**src/rtl/operand_frame_assembler.sv**
```systemverilog
// Collects a stream of DATA_W words into NUM_OPERANDS operands plus an opcode.
// A shadow set gathers the next frame while the previous one is still presented.
module operand_frame_assembler #(
    parameter int DATA_W        = 8,
    parameter int NUM_OPERANDS  = 2,
    parameter int OPERAND_WORDS = 2,
    parameter int TIMEOUT       = 16,
    localparam int FRAME_LEN    = NUM_OPERANDS * OPERAND_WORDS + 1,
    localparam int OPW          = OPERAND_WORDS * DATA_W,
    localparam int CNT_W        = $clog2(FRAME_LEN + 1)
) (
    input  logic                        i_clk,
    input  logic                        reset,
    input  logic                        i_ready,
    input  logic [DATA_W-1:0]           i_data,
    output logic                        o_in_ready,
    output logic                        o_done,
    input  logic                        i_ack,
    output logic [NUM_OPERANDS*OPW-1:0] o_operands,
    output logic [DATA_W-1:0]           o_opcode,
    output logic                        o_timeout,
    output logic [CNT_W-1:0]            o_word_cnt
);

    localparam int SHD_W  = NUM_OPERANDS * OPW;
    localparam int IDLE_W = (TIMEOUT > 1) ? $clog2(TIMEOUT) : 1;
    localparam logic [CNT_W-1:0]  LAST_CNT   = CNT_W'(FRAME_LEN - 1);
    localparam logic [IDLE_W-1:0] IDLE_LIMIT = IDLE_W'((TIMEOUT > 0) ? TIMEOUT - 1 : 0);

    generate
        if (NUM_OPERANDS < 1 || NUM_OPERANDS > 8 || OPERAND_WORDS < 1 ||
            OPERAND_WORDS > 4 || TIMEOUT < 0) begin : g_bad_params
            $error("operand_frame_assembler: parameter out of range");
        end
    endgenerate

    typedef enum logic [1:0] {S_IDLE, S_COLLECT, S_LAST, S_STALL} state_t;

    state_t              state, state_nxt;
    logic [CNT_W-1:0]    cnt, cnt_nxt;
    logic [IDLE_W-1:0]   idle_cnt, idle_nxt;
    logic [SHD_W-1:0]    shadow;
    logic                accept, last_word, flush, done_nxt, tmo_nxt;

    // STALL means the opcode slot is next but the output frame is still unclaimed.
    assign o_in_ready = !(state == S_STALL && !i_ack);
    assign accept     = i_ready && o_in_ready;
    assign last_word  = accept && (cnt == LAST_CNT);
    assign flush      = (TIMEOUT > 0) && !accept && (cnt != '0) &&
                        (state != S_STALL) && (idle_cnt == IDLE_LIMIT);
    assign o_word_cnt = cnt;

    always_comb begin
        cnt_nxt   = cnt;
        idle_nxt  = idle_cnt;
        done_nxt  = o_done;
        tmo_nxt   = 1'b0;
        state_nxt = state;

        if (accept) begin
            cnt_nxt  = last_word ? '0 : cnt + 1'b1;
            idle_nxt = '0;
        end else if (flush) begin
            cnt_nxt  = '0;
            idle_nxt = '0;
            tmo_nxt  = 1'b1;
        end else if (cnt == '0) begin
            idle_nxt = '0;
        end else if (state != S_STALL && TIMEOUT > 0) begin
            idle_nxt = idle_cnt + 1'b1;
        end

        if (last_word)
            done_nxt = 1'b1;
        else if (i_ack && o_done)
            done_nxt = 1'b0;

        if (cnt_nxt == '0)
            state_nxt = S_IDLE;
        else if (cnt_nxt == LAST_CNT)
            state_nxt = done_nxt ? S_STALL : S_LAST;
        else
            state_nxt = S_COLLECT;
    end

    always_ff @(posedge i_clk or negedge reset) begin
        if (!reset) begin
            state      <= S_IDLE;
            cnt        <= '0;
            idle_cnt   <= '0;
            shadow     <= '0;
            o_done     <= 1'b0;
            o_timeout  <= 1'b0;
            o_operands <= '0;
            o_opcode   <= '0;
        end else begin
            state     <= state_nxt;
            cnt       <= cnt_nxt;
            idle_cnt  <= idle_nxt;
            o_done    <= done_nxt;
            o_timeout <= tmo_nxt;
            if (accept && !last_word)
                shadow[int'(cnt)*DATA_W +: DATA_W] <= i_data;
            else if (flush)
                shadow <= '0;
            // The opcode word goes straight to the output; operands come from the shadow set.
            if (last_word) begin
                o_operands <= shadow;
                o_opcode   <= i_data;
            end
        end
    end

endmodule

```
**config.mk**
```make
export PLATFORM = sky130hd
export DESIGN_NAME = operand_frame_assembler
export DESIGN_NICKNAME = d
export VERILOG_FILES = /design/src/rtl/operand_frame_assembler.sv
export SDC_FILE = /design/constraint.sdc
export NUM_CORES = 1
export LEC_CHECK = 0
export BUFFER_PORTS_ARGS = -buffer_cell sky130_fd_sc_hd__buf_2
export CORE_ASPECT_RATIO = 2
export CORE_MARGIN = 8
export CORE_UTILIZATION = 45
export DETAILED_ROUTE_END_ITERATION = 12
export GPL_TIMING_DRIVEN = 0
export PLACE_DENSITY_LB_ADDON = 0.15
export SLEW_MARGIN = 40
export SYNTH_ARGS = -nofsm -noshare
export SYNTH_HDL_FRONTEND = slang
export SYNTH_SLANG_ARGS = --single-unit
```
**constraint.sdc**
```tcl
create_clock -name i_clk -period 5 [get_ports i_clk]
set_input_delay 0.25 -clock i_clk [delete_from_list [all_inputs] [get_ports i_clk]]
set_output_delay 0.25 -clock i_clk [all_outputs]
set_load 0.03 [all_outputs]
```
==> reports/summary.txt <==
Result of the run = finished, final reports clean
Pwr Total = 2.87 mW
Net Count, Synth = 265
Worst-case register-to-register setup slack = 2.52 ns
Sink Count = 83
Detailed placement HPWL = 5730 um
Buffer count from post-CTS setup fixing = 0
Drt drc = 0
Dominant cell by count in the synthesized netlist = dfrtp_1
Count of cells along the worst hold path = 3
Most common flop cell mapped by yosys = dfrtp_1
Setup slack at placement = 2.60 ns
Clock period minus final worst setup slack = 2.48 ns
Via count = 2,281
Normalized max-slew margin = 0.652
Cell Count Post-Placement = 399
Number of distinct library cells after synthesis = 41
Number of flops mapped to enable cells by yosys = 0
Hold Path Origin = i_data[6]
Achievable Freq = 0.403 GHz
Sink of the worst hold path = shadow[6]
Post-CTS resize count = 0
Hold/Removal Path Class = in -> reg
Final weighted congestion in routability-driven placement = 0.757
Chip Height = 142 um
Clk Latency, worst-skew pair = 0.34 ns
Number of max-cap violations = 0
Final cell count without fillers = 416
Starting density of the core = 0.457
Setup TNS = 0 ns
Actual transition at the worst max-transition pin = 0.521 ns
Total Routed Length = 8080 um
Number of buffers inserted during clock tree synthesis = 9
Synthesis-to-layout area growth = 20.8%
Worst-path fanout max = 11
Clock root buffer master = clkbuf_16
Proportion of register bits with asynchronous set or reset after synthesis = 1.00
Die Footprint = 11,200 um2
Launch instance of the worst register-to-register path = o_word_cnt[0]
Setup clock skew after layout = 0.00558 ns
Unrepaired setup endpoints after global routing = no
Cell row count = 46
Quantity of I/O buffers inserted on ports = 57
Utilization of the core after routing = 0.552
Synth Area per Inst = 14.6 um2
Pwr Density = 665 nW/um2
Chip Width = 79.0 um
Hold Fails Final Rpt = 0
Maximum number of pins on one net before global-route repair = 54
Worst Reg-to-Reg Cells = 8
Synth Register Bits = 83
Core area = 7830 um2
Critical path capture point type = register
I/O pin total = 58
Post-CTS Hold Fix Bufs = 1
Fraction of final layout cells with drive strength greater than 1 = 0.413
Worst EP required = 5.23 ns
WL/cell = 19.4 um
Remaining antenna violation count = 0
Number of diodes added for antenna fixing = 0
Arrival time reported for the critical path endpoint = 2.71 ns
Vias/cell = 5.48
Cell count after synthesis = 245
CTS tree = done
Count of final max-slew check failures = 0
CTS max path bufs = 2
Post-synthesis instance area = 3580 um2
Finish-stage setup viols = 0
Number of antenna violations at the first check in global routing = 0
Part of the cycle the worst path needs = 0.496
Crit path launch type = register
Reg clk slew, reported paths = 0.06 ns
Remaining global-route overflow = 0
Fin worst setup slack = 2.52 ns
Post-synth top area share = 0.581
Leading post-synthesis cells by cell area = dfrtp_1 58%, mux2_4 16%, a22o_1 5.9%
# nets final = 335
Ys Warns = 0
First-pass GRT wire length = 13,000 um
Fill cells = 669
Total iterations of the first detailed-routing run = 5
Cell accounting for the most synthesized area = dfrtp_1
Total Routing Usage GR = 0.151
Commonest cells in the synthesized netlist = 83 x dfrtp_1, 39 x mux2_4, 24 x a22o_1, 22 x nand2_1, 9 x o21ai_1
Post-synthesis sequential area ratio = 0.581
Worst IR drop on VDD = 332 uV
Capture point of the worst reg-to-reg path = shadow[31]
H-tree Lvls = 3
Static leakage power = 2.21 nW
Number of DRC markers after the initial detailed-route iteration = 154
Vias in the first global route = 2,540
Critical setup path kind = reg -> reg
[routing by layer]
metal  share of wire  up-vias  track usage
li1                -     1025            -
met1            0.43     1155        0.179
met2            0.50       84        0.245
met3           0.047       17       0.0285
met4           0.024        0       0.0875
met5               0        -            0
[how the worst max path moves through the flow]
stage | startpoint | endpoint | cells past startpoint
after detailed placement | o_word_cnt[0] | shadow[28] | 8
after global placement | o_word_cnt[0] | shadow[14] | 8
after CTS | o_word_cnt[0] | shadow[31] | 8
final | o_word_cnt[0] | shadow[31] | 8
after floorplan | o_word_cnt[0] | shadow[10] | 8
after global routing | o_word_cnt[0] | shadow[29] | 8
[power by group]
part           internal (mW)  leakage, nW  switching (mW)  total (mW)
Clock                  0.388        0.146           0.269       0.657
Combinational          0.468        0.950           0.617        1.09
Sequential             0.946         1.12           0.184        1.13
Total                   1.80         2.21            1.07        2.87
[through the flow]
stage	instance area, um2	hold WS, ns
after global routing	4320	0.226
after floorplan	3580	-0.0456
after detailed placement	4020	0.153
after global placement	3980	0.476
final	4320	0.201
after CTS	4320	0.196
[cells by family (layout without fill, tap and decap cells)]
kind of cell | count (synthesis) | in the layout | synth area share
xor gates and xnor gates | 1 | 1 | 0.00245
buffers and inverters | 19 | 94 | 0.0472
adders and majority gates | 8 | 8 | 0.0280
AOI/OAI and AO/OA | 49 | 49 | 0.107
muxes | 40 | 40 | 0.167
DFF | 83 | 83 | 0.581
and+or+nand+nor | 45 | 45 | 0.0672
[cells in the final DEF, fill, tap and decap left out, types with 3 or more instances in the layout]
| master | netlist | final |
|---|---|---|
| a22o_1 | 24 | 24 |
| o21ai_1 | 9 | 9 |
| inv_1 | 7 | 7 |
| and3_1 | 3 | 3 |
| nor2_1 | 3 | 3 |
| nand2_1 | 22 | 22 |
| a21oi_2 | 3 | 3 |
| buf_6 | 3 | 4 |
| buf_2 | 2 | 58 |
| clkinv_2 | 1 | 3 |
| nand3_1 | 3 | 3 |
| mux2_4 | 39 | 39 |
| ha_1 | 8 | 8 |
| dfrtp_1 | 83 | 83 |
| clkinv_4 | 0 | 3 |
| buf_12 | 4 | 4 |
| clkbuf_16 | 0 | 9 |
[critical path, stage by stage (launching register included)]
cell and delay (ns):
dfrtp_1 0.54, inv_1 0.16, ha_1 0.25, ha_1 0.25, a211oi_2 0.44, nand2_2 0.23
clkinv_2 0.14, a21oi_2 0.10, a22o_1 0.26
[sequential cells by signal (all words and copies together), names as in the netlist]
name / cells
shadow: 32
o_done: 1
o_word_cnt: 3
idle_cnt: 4
o_operands: 32
o_opcode: 8
o_timeout: 1
state: 2
[cell type report]
class | count | area (um2) | area share
Sequential cell | 83 | 2080 | 0.481
Multi-Input combinational cell | 143 | 1330 | 0.308
Timing Repair Buffer | 59 | 329 | 0.0762
Clock buffer | 10 | 229 | 0.0530
Buffer | 10 | 131 | 0.0304
Tap cell | 96 | 120 | 0.0278
Clock inverter | 6 | 66.3 | 0.0153
Inverter | 9 | 37.5 | 0.00869
No activity file was read; power rests on OpenSTA's default activity.
